--- src/rtl/pkg_defines.sv ---
// Shared rename-stage types and sizes.
// Register bundle is sized to carry either an arch index or a tag.
package pkg_defines;

  localparam int ARCH_REGS = 32;
  localparam int TAGS      = 64;
  localparam int ARCH_W    = 5;
  localparam int TAG_W     = 6;
  localparam int CNT_W     = 7;

  // Inbound: rs_1/rs_2/rd are arch indices (bit 5 must be 0).
  // Outbound: rs_1/rs_2 are source tags, rd carries the new tag.
  typedef struct packed {
    logic [TAG_W-1:0] rs_1;
    logic [TAG_W-1:0] rs_2;
    logic [TAG_W-1:0] rd;
  } registers_t;

endpackage

--- src/rtl/free_list.sv ---
// Circular tag FIFO: two-entry peek at head, two pushes at tail.
// Pushes land at the tail, so a freed tag is never peeked same cycle.
module free_list
  import pkg_defines::*;
#(
  parameter int TAGS = pkg_defines::TAGS
) (
  input  logic             clk,
  input  logic             rst,
  input  logic             flush,
  input  logic [1:0]       pop_cnt,
  input  logic [1:0]       push_valid,
  input  logic [TAG_W-1:0] push_tag [2],
  output logic [TAG_W-1:0] peek_tag [2],
  output logic [CNT_W-1:0] count,
  output logic             overflow
);

  logic [TAG_W-1:0] mem [TAGS];
  logic [TAG_W-1:0] head;
  logic [TAG_W-1:0] tail;
  logic [TAG_W-1:0] tail_1;
  logic [1:0]       n_push;
  logic [CNT_W-1:0] count_next;

  // Head peek, second push slot and next occupancy.
  always_comb begin
    n_push      = {1'b0, push_valid[0]} + {1'b0, push_valid[1]};
    count_next  = count - CNT_W'(pop_cnt) + CNT_W'(n_push);
    overflow    = count_next > CNT_W'(TAGS - 1);
    peek_tag[0] = mem[head];
    peek_tag[1] = mem[head + TAG_W'(1)];
    tail_1      = push_valid[0] ? tail + TAG_W'(1) : tail;
  end

  // Reset and flush refill 1..TAGS-1; last slot left empty.
  always_ff @(posedge clk or posedge rst) begin
    if (rst) begin
      for (int i = 0; i < TAGS; i++)
        mem[i] <= TAG_W'(i + 1);
      head  <= '0;
      tail  <= TAG_W'(TAGS - 1);
      count <= CNT_W'(TAGS - 1);
    end else if (flush) begin
      for (int i = 0; i < TAGS; i++)
        mem[i] <= TAG_W'(i + 1);
      head  <= '0;
      tail  <= TAG_W'(TAGS - 1);
      count <= CNT_W'(TAGS - 1);
    end else begin
      if (push_valid[0])
        mem[tail] <= push_tag[0];
      if (push_valid[1])
        mem[tail_1] <= push_tag[1];
      head  <= head + TAG_W'(pop_cnt);
      tail  <= tail + TAG_W'(n_push);
      count <= count_next;
    end
  end

endmodule

--- src/rtl/rename_query.sv ---
// Two-wide rename: alias-table lookup plus free-list allocation.
// Same-pair rd->rs dependencies are resolved further downstream.
module rename_query
  import pkg_defines::*;
#(
  parameter int ARCH_REGS = pkg_defines::ARCH_REGS,
  parameter int TAGS      = pkg_defines::TAGS
) (
  input  logic             i_clock,
  input  logic             i_reset,
  input  registers_t       i_query_input_regs [2],
  input  logic [1:0]       i_valid,
  input  logic [1:0]       i_writes,
  input  logic             i_halt,
  input  logic [1:0]       i_commit_valid,
  input  logic [TAG_W-1:0] i_commit_tag [2],
  input  logic [ARCH_W-1:0] i_commit_rd [2],
  input  logic             i_flush,
  output registers_t       o_query_output_regs [2],
  output logic [CNT_W-1:0] o_free_count,
  output logic             o_panic
);

  logic [TAG_W-1:0]  alias_q [ARCH_REGS];
  logic [TAG_W-1:0]  peek [2];
  logic [TAG_W-1:0]  rn [2];
  logic [ARCH_W-1:0] rd_idx [2];
  logic [1:0]        need;
  logic [1:0]        total;
  logic              grant;
  logic              alloc_ok;
  logic              do_alloc;
  logic [1:0]        pop_cnt;
  logic [1:0]        push_valid;
  logic              overflow;
  logic              panic_set;
  logic              panic_q;

  // Decide which slots need a tag and whether the pair fits.
  always_comb begin
    for (int k = 0; k < 2; k++) begin
      rd_idx[k] = i_query_input_regs[k].rd[ARCH_W-1:0];
      need[k]   = i_valid[k] & i_writes[k]
                & (i_query_input_regs[k].rd != '0)
                & (i_query_input_regs[k].rd < TAG_W'(ARCH_REGS));
    end
    total    = {1'b0, need[0]} + {1'b0, need[1]};
    grant    = o_free_count >= CNT_W'(total);
    alloc_ok = grant & ~i_halt & ~i_reset;
    do_alloc = alloc_ok & ~i_flush;
    pop_cnt  = do_alloc ? total : 2'd0;
    rn[0]    = (need[0] & alloc_ok) ? peek[0] : '0;
    rn[1]    = '0;
    if (need[1] & alloc_ok)
      rn[1] = need[0] ? peek[1] : peek[0];
  end

  // Source lookup from start-of-cycle table; x0 always tag 0.
  always_comb begin
    for (int k = 0; k < 2; k++) begin
      o_query_output_regs[k] = '0;
      if (i_query_input_regs[k].rs_1 != '0 &&
          i_query_input_regs[k].rs_1 < TAG_W'(ARCH_REGS))
        o_query_output_regs[k].rs_1 =
          alias_q[i_query_input_regs[k].rs_1[ARCH_W-1:0]];
      if (i_query_input_regs[k].rs_2 != '0 &&
          i_query_input_regs[k].rs_2 < TAG_W'(ARCH_REGS))
        o_query_output_regs[k].rs_2 =
          alias_q[i_query_input_regs[k].rs_2[ARCH_W-1:0]];
      o_query_output_regs[k].rd = rn[k];
    end
  end

  // Tag 0 is never returned to the list; it only raises panic.
  always_comb begin
    panic_set = 1'b0;
    for (int k = 0; k < 2; k++) begin
      push_valid[k] = i_commit_valid[k] & (i_commit_tag[k] != '0)
                    & ~i_flush;
      if (i_commit_valid[k] && i_commit_tag[k] == '0 && !i_flush)
        panic_set = 1'b1;
    end
    if (overflow && !i_flush)
      panic_set = 1'b1;
  end

  free_list #(
    .TAGS(TAGS)
  ) u_free_list (
    .clk       (i_clock),
    .rst       (i_reset),
    .flush     (i_flush),
    .pop_cnt   (pop_cnt),
    .push_valid(push_valid),
    .push_tag  (i_commit_tag),
    .peek_tag  (peek),
    .count     (o_free_count),
    .overflow  (overflow)
  );

  // Commit clears first, then renames overwrite (slot 1 last).
  always_ff @(posedge i_clock or posedge i_reset) begin
    if (i_reset) begin
      for (int i = 0; i < ARCH_REGS; i++)
        alias_q[i] <= '0;
    end else if (i_flush) begin
      for (int i = 0; i < ARCH_REGS; i++)
        alias_q[i] <= '0;
    end else begin
      for (int k = 0; k < 2; k++)
        if (push_valid[k] &&
            alias_q[i_commit_rd[k]] == i_commit_tag[k])
          alias_q[i_commit_rd[k]] <= '0;
      if (do_alloc)
        for (int k = 0; k < 2; k++)
          if (need[k])
            alias_q[rd_idx[k]] <= rn[k];
    end
  end

  // Sticky protocol error; only reset clears it.
  always_ff @(posedge i_clock or posedge i_reset) begin
    if (i_reset)
      panic_q <= 1'b0;
    else if (panic_set)
      panic_q <= 1'b1;
  end

  assign o_panic = panic_q;

endmodule

--- config.mk ---
export PLATFORM = sky130hd
export DESIGN_NAME = rename_query
export DESIGN_NICKNAME = d
export VERILOG_FILES = /design/src/rtl/pkg_defines.sv /design/src/rtl/free_list.sv /design/src/rtl/rename_query.sv
export SDC_FILE = /design/constraint.sdc
export NUM_CORES = 2
export LEC_CHECK = 0
export BUFFER_PORTS_ARGS = -buffer_cell sky130_fd_sc_hd__buf_4
export CAP_MARGIN = 30
export CORE_MARGIN = 2
export CORE_UTILIZATION = 40
export CTS_CLUSTER_DIAMETER = 150
export CTS_CLUSTER_SIZE = 40
export DETAILED_ROUTE_END_ITERATION = 8
export PLACE_DENSITY_LB_ADDON = 0.15
export SLEW_MARGIN = 20
export SYNTH_ARGS = -nofsm -noshare
export SYNTH_HDL_FRONTEND = slang
export SYNTH_SLANG_ARGS = --single-unit
--- constraint.sdc ---
create_clock -name i_clock -period 23.1 [get_ports i_clock]
set_input_delay 3.465 -clock i_clock [delete_from_list [all_inputs] [get_ports i_clock]]
set_output_delay 3.465 -clock i_clock [all_outputs]
set_load 0.005 [all_outputs]
* After elaboration in Yosys (flattened, before gate mapping)
Index checks and enable logic that the tools add are counted.
W data, S select, Z words.
** Storage, ports and cells
- Memories :: 0
- ROM bits :: 0
- Bits in latches :: 0
- Bits in writable memories :: 0
- Word-level logic and storage cells :: 267
- Output and inout bits :: 44
- Bits of input ports :: 68
- Register bits :: 596
** Cells by class
- Reduce and logical (&&, ||, !) cells :: 28
- Divide/modulo/power cells :: 0
- Multiply operators :: 0
- $lt $le $gt $ge :: 26
- Bitwise gates (word level) :: 34
- Muxes and demuxes :: 69
- Eq/ne operators :: 2
- Shift-type cells :: 0
- Add/subtract/negate cells :: 8
** Operators by type and width (count)
- $mux W192 :: 10
- $mux W384 :: 4
- $bwmux W384 :: 2
- $and A192 B192 Y192 :: 2
- $bwmux W192 :: 2
- $not A192 Y192 :: 2
- $mux W6 :: 32
- $bmux W6 S5 :: 6
- $demux W6 S5 :: 4
- $bmux W6 S6 :: 2
- $demux W6 S6 :: 2
- $ge A6 B6 Y1 const B :: 8
- $not A5 Y6 :: 8
- $reduce_bool A6 Y1 :: 8
- $lt A6 B6 Y1 const B :: 6
- $ge A7 B7 Y1 const B :: 4
- $not A6 Y7 :: 4
- $lt A6 B1 Y1 const B :: 4
- $logic_and A1 B1 Y1 :: 17
- $and A1 B1 Y1 :: 15
- $lt A7 B1 Y1 const B :: 2
- $add A6 B1 Y6 const B :: 2
- $add A6 B2 Y6 :: 2
- $eq A6 B6 Y1 :: 2
- 11 further kinds :: 17

* Longest topological paths before layout
- Depth after elaboration :: 20
- Depth in mapped cells :: 28
- Gate-level depth less buffers :: 26

* Modules after synthesis
Synthesis repeated with hierarchy kept, for this count alone.
** Unflattened totals
- Cells, all modules :: 5541
- Area total of the unflattened synthesis :: 51579.5 um2
** Modules (own cells, without submodules)
- free_list :: seq. area each 10339.9 um2, cells each 2822, area an instance 28263.4 um2, instances 1
- rename_query :: seq. area each 4829.6 um2, cells each 2719, area an instance 23316.1 um2, instances 1

* Least setup slack after synthesis
OpenSTA, ideal clock, no wires.
- Kind :: input to output
- Start point :: in i_query_input_regs[19] in the netlist's numbering
- End point :: out o_query_output_regs[20] in the netlist's numbering
- Required time :: 19.635 ns
- Cell stages on the path :: 15
- Path slack :: 13.584 ns
- Arrival :: 6.051 ns
- Cell sequence :: nor2_1 -> nand2_1 -> nand2_1 -> inv_1 -> clkbuf_1 -> ha_1 -> inv_1 -> ha_1 -> nor2b_1 -> o31ai_1 -> a21boi_1 -> o21ai_1 -> clkbuf_1 -> nor2_1 -> and2_1
** RTL lines
- start: declaration :: line rename_query.sv:11 : input registers_t i_query_input_regs [2],
- end: declaration :: line rename_query.sv:19 : output registers_t o_query_output_regs [2],

==> run_summary.xml <==
<?xml version="1.0" encoding="UTF-8"?>
<metrics>
  <group name="status">
    <metric name="status" unit="">completed</metric>
  </group>
  <group name="placement">
    <metric name="place.gp.congestion" unit="">1.02</metric>
    <metric name="dp_worst_setup_slack" unit="ns">12.38</metric>
    <metric name="placement.io_buffers" unit="">111</metric>
    <metric name="detailedPlacementHpwl" unit="um">162000</metric>
  </group>
  <group name="route">
    <metric name="postRouteAntennaNets" unit="">0</metric>
    <metric name="route.detailed.drc" unit="">0</metric>
    <metric name="firstDrtPassIters" unit="">6</metric>
    <metric name="route.final.wire_length" unit="um">234000</metric>
    <metric name="detailedRoute.firstIterationViolations" unit="">6219</metric>
    <metric name="post_drt_via_cell_ratio" unit="">7.05</metric>
    <metric name="via_count" unit="">45400</metric>
    <metric name="drt-wirelength-per-cell" unit="um">36.3</metric>
  </group>
  <group name="floorplanning">
    <metric name="die_width" unit="um">353</metric>
    <metric name="num_io_pins" unit="">112</metric>
    <metric name="starting_density" unit="%">40.2</metric>
    <metric name="placeableCoreArea" unit="um^2">121000</metric>
    <metric name="die-height" unit="um">353</metric>
    <metric name="num_rows" unit="">128</metric>
    <metric name="die_area" unit="um^2">125000</metric>
  </group>
  <group name="worst_setup_path">
    <metric name="startpoint" unit="">i_query_input_regs[19]</metric>
    <metric name="worstRegToRegCells" unit="">12</metric>
    <metric name="reg2reg_setup_slack" unit="ns">17.58</metric>
    <metric name="criticalPathCategory" unit="">input pin to primary output</metric>
    <metric name="worst_ep_required_time" unit="ns">19.64</metric>
    <metric name="critical_path_arrival" unit="ns">7.37</metric>
    <metric name="endpoint_kind" unit="">primary output</metric>
    <metric name="r2r-start" unit="">u_free_list.head[0]</metric>
    <metric name="startpoint_type" unit="">input pin</metric>
    <metric name="crit_path_max_fanout" unit="">34</metric>
    <metric name="rr_endpoint" unit="">alias_q[84]</metric>
  </group>
  <group name="min_path">
    <metric name="worstHoldEndpoint" unit="">o_panic</metric>
    <metric name="hold_start" unit="">o_panic</metric>
    <metric name="worst_hold_path_type" unit="">flop to flop</metric>
    <metric name="holdPathStages" unit="">1</metric>
  </group>
  <group name="job">
    <metric name="max_cap_viol_count" unit="">0</metric>
  </group>
  <group name="grt">
    <metric name="grt_max_degree" unit="">150</metric>
    <metric name="first_global_vias" unit="">43000</metric>
    <metric name="grt_first_pass_wirelength" unit="um">334000</metric>
    <metric name="grt_use_total" unit="%">36.5</metric>
    <metric name="grt.overflow.total" unit="">0</metric>
    <metric name="antenna_found_initial" unit="">6</metric>
  </group>
  <group name="timing">
    <metric name="totalNegativeSetupSlack" unit="ns">0</metric>
    <metric name="setup-violations-final" unit="">0</metric>
    <metric name="max_freq" unit="MHz">92.3</metric>
    <metric name="final_hold_viol_count" unit="">0</metric>
    <metric name="layout_min_cycle_time" unit="ns">10.83</metric>
    <metric name="worst_slew_slack_as_a_fraction_of_its_limit" unit="%">21.9</metric>
    <metric name="final.period_utilization" unit="%">46.9</metric>
    <metric name="timing.final.ws_setup" unit="ns">12.27</metric>
    <metric name="unrepaired_setup_endpoints_after_global_routing" unit="">no</metric>
    <metric name="timing.clock.skew" unit="ns">0.0947</metric>
    <metric name="finalMaxSlewViolations" unit="">0</metric>
    <metric name="worstMarginPinSlew" unit="ns">1.17</metric>
  </group>
  <group name="synth">
    <metric name="synthArstFlopShare" unit="%">100</metric>
    <metric name="yosys_register_bits" unit="">596</metric>
    <metric name="post-synth-top-area-cell" unit="">sky130_fd_sc_hd__dfrtp_1</metric>
    <metric name="post_synth_inst_count" unit="">5039</metric>
    <metric name="cell_area_after_technology_mapping" unit="um^2">48800</metric>
    <metric name="synth.top_cell.area_share" unit="%">20.1</metric>
    <metric name="syn_area_per_cell" unit="um^2">9.68</metric>
    <metric name="seq_area_frac_synth" unit="%">31.1</metric>
    <metric name="synth.distinct_cells" unit="">77</metric>
    <metric name="yosys_warnings" unit="">0</metric>
    <metric name="synth-edff-count" unit="">0</metric>
    <metric name="net_count_synth" unit="">5134</metric>
    <metric name="cell_types_occupying_the_most_area_after_synthesis" unit="">sky130_fd_sc_hd__dfrtp_1 20%, sky130_fd_sc_hd__mux4_2 16%, sky130_fd_sc_hd__mux2i_1 12%</metric>
    <metric name="dominantRegCellSynth" unit="">sky130_fd_sc_hd__dfrtp_1</metric>
  </group>
  <group name="cts">
    <metric name="cts_max_path_buffers" unit="">3</metric>
    <metric name="cts_inserted_buffers" unit="">22</metric>
    <metric name="clock-root-buffer" unit="">sky130_fd_sc_hd__clkbuf_16</metric>
    <metric name="cts_resized" unit="">0</metric>
    <metric name="cts_num_sinks" unit="">596</metric>
    <metric name="clkLatencyLatePin" unit="ns">0.72</metric>
    <metric name="cts.htree.levels" unit="">1</metric>
    <metric name="tritoncts" unit="">yes</metric>
    <metric name="cts_hold_repair.buffers" unit="">0</metric>
    <metric name="clk_transition_reported_paths" unit="ns">0.17</metric>
    <metric name="cts_setup_buffers" unit="">0</metric>
  </group>
  <group name="final_layout">
    <metric name="num-nets-final" unit="">4894</metric>
    <metric name="n_fill_cell" unit="">11900</metric>
    <metric name="syn2layout_area_growth" unit="%">5.80</metric>
    <metric name="final_layout_size_suffix_gt1_share" unit="%">22.3</metric>
  </group>
  <group name="pwr">
    <metric name="powerDensity" unit="nW/um^2">42.1</metric>
    <metric name="peakVddDrop" unit="V">0.0000630</metric>
    <metric name="leakage" unit="uW">0.0194</metric>
  </group>
</metrics>
logic make-up after synthesis:
logic type                 Yosys count  share of synthesized area, %
muxes                             1110                          32.3
AOI/OAI and AO/OA                  917                          13.8
adders and majority gates           27                         0.754
xor gates and xnor gates            25                         0.449
DFF                                596                          31.1
and+or+nand+nor                   1818                          16.8
buffers and inverters              546                          4.74
critical path, stage by stage:
cell	delay, ns
sky130_fd_sc_hd__buf_4	0.12
sky130_fd_sc_hd__nor2_1	0.63
sky130_fd_sc_hd__nand2_1	0.10
sky130_fd_sc_hd__nand2_1	0.32
sky130_fd_sc_hd__inv_1	0.25
sky130_fd_sc_hd__ha_1	0.35
sky130_fd_sc_hd__ha_1	0.28
sky130_fd_sc_hd__nand3_1	0.07
sky130_fd_sc_hd__o21ai_0	0.49
sky130_fd_sc_hd__o21ai_2	0.12
sky130_fd_sc_hd__buf_4	0.27
sky130_fd_sc_hd__nor2_1	0.56
sky130_fd_sc_hd__and2_1	0.24
sky130_fd_sc_hd__buf_4	0.11
cell usage after synthesis (111+ instances only):
master	n
sky130_fd_sc_hd__nand3_1	241
sky130_fd_sc_hd__a311oi_1	111
sky130_fd_sc_hd__nor2_1	433
sky130_fd_sc_hd__dfstp_2	204
sky130_fd_sc_hd__clkbuf_1	325
sky130_fd_sc_hd__mux4_2	353
sky130_fd_sc_hd__o22ai_1	138
sky130_fd_sc_hd__mux2i_1	583
sky130_fd_sc_hd__nand2_1	764
sky130_fd_sc_hd__dfrtp_1	392
sky130_fd_sc_hd__o21ai_0	112
sky130_fd_sc_hd__mux2_2	174
layer usage:
metal | routed length [um] | vias to the layer above | global-route usage, % | part of all wire [%]
met5 | 23 | - | 0 | 0.0098
met1 | 90100 | 23100 | 47.9 | 39
met3 | 22100 | 671 | 6.68 | 9.5
met4 | 17400 | 4 | 22.1 | 7.4
met2 | 104000 | 3011 | 56.1 | 45
li1 | - | 18600 | - | -
per-stage QoR:
stage / instance area (um^2) / instances / hold WS, ns / total power, uW / util [%]
after CTS: 51400 / 6429 / 0.518 / 2160 / 42.4
after global placement: 50600 / 6385 / 0.477 / 1550 / 41.7
after floorplan: 48800 / 5039 / 0.468 / 1380 / -
final: 51600 / 6440 / 0.523 / 2170 / 42.5
after detailed placement: 50600 / 6390 / 0.478 / 1560 / 41.7
after global routing: 51600 / 6439 / 0.545 / 2230 / 42.5
how the worst max path moves through the flow:
stage / slack [ns] / to
6_report: 12.27 / o_query_output_regs[20]
5_1_grt: 12.10 / o_query_output_regs[20]
3_3_place_gp: 12.44 / o_query_output_regs[20]
4_1_cts: 12.36 / o_query_output_regs[20]
2_1_floorplan: 3.29 / alias_q[0]
3_5_place_dp: 12.38 / o_query_output_regs[20]
report_power, final:
| group | switching (uW) | internal [uW] | total, uW |
|---|---|---|---|
| clock network | 417 | 198 | 616 |
| registers | 28.9 | 1070 | 1100 |
| logic | 319 | 137 | 456 |
| total | 765 | 1410 | 2170 |
sequential cells by signal (all words and copies together) (netlist names):
name / flops
u_free_list.mem: 384
u_free_list.head: 6
alias_q: 192
u_free_list.count: 7
o_panic: 1
u_free_list.tail: 6
placed cells by master (no fill, tap or decap), types with 12 or more instances in the layout:
cell type                     n
sky130_fd_sc_hd__and2_1      24
sky130_fd_sc_hd__a221o_1     37
sky130_fd_sc_hd__inv_1       50
sky130_fd_sc_hd__nand4_1     42
sky130_fd_sc_hd__nand2b_1    50
sky130_fd_sc_hd__a21oi_1    101
sky130_fd_sc_hd__a31oi_1     23
sky130_fd_sc_hd__o211ai_1    27
sky130_fd_sc_hd__a311oi_1   111
sky130_fd_sc_hd__mux2i_1    581
sky130_fd_sc_hd__nor4_1      33
sky130_fd_sc_hd__nand3_1    241
sky130_fd_sc_hd__nor2_1     427
sky130_fd_sc_hd__a22oi_1     77
sky130_fd_sc_hd__nor2b_1     42
sky130_fd_sc_hd__mux4_2     353
sky130_fd_sc_hd__a311oi_2    14
sky130_fd_sc_hd__dfstp_2    204
sky130_fd_sc_hd__clkbuf_16   22
sky130_fd_sc_hd__o21ai_0    112
sky130_fd_sc_hd__a32oi_1     45
sky130_fd_sc_hd__dfrtp_1    388
sky130_fd_sc_hd__nand4bb_1   12
sky130_fd_sc_hd__ha_1        22
sky130_fd_sc_hd__a211oi_1    92
sky130_fd_sc_hd__o221ai_1    45
sky130_fd_sc_hd__and3_1      32
sky130_fd_sc_hd__or3_1       15
sky130_fd_sc_hd__buf_4      211
sky130_fd_sc_hd__o22ai_1    138
sky130_fd_sc_hd__a221oi_1    12
sky130_fd_sc_hd__nor3_1      46
sky130_fd_sc_hd__mux2_2     174
sky130_fd_sc_hd__xor2_1      16
sky130_fd_sc_hd__nand2_1    764
cell type report:
| cell class | instances | area, um^2 | share of cell area (%) |
|---|---|---|---|
| multi-input cells | 3897 | 31500 | 61.1 |
| flip-flops and latches | 596 | 15200 | 29.4 |
| well taps | 1625 | 2030 | 3.94 |
| repair buffers | 228 | 1870 | 3.62 |
| clock buffers | 29 | 587 | 1.14 |
| inverters | 54 | 215 | 0.417 |
| clock inverters | 10 | 198 | 0.383 |
| diodes | 1 | 2.50 | 0.00485 |
Power figures use the tool's default switching activity.
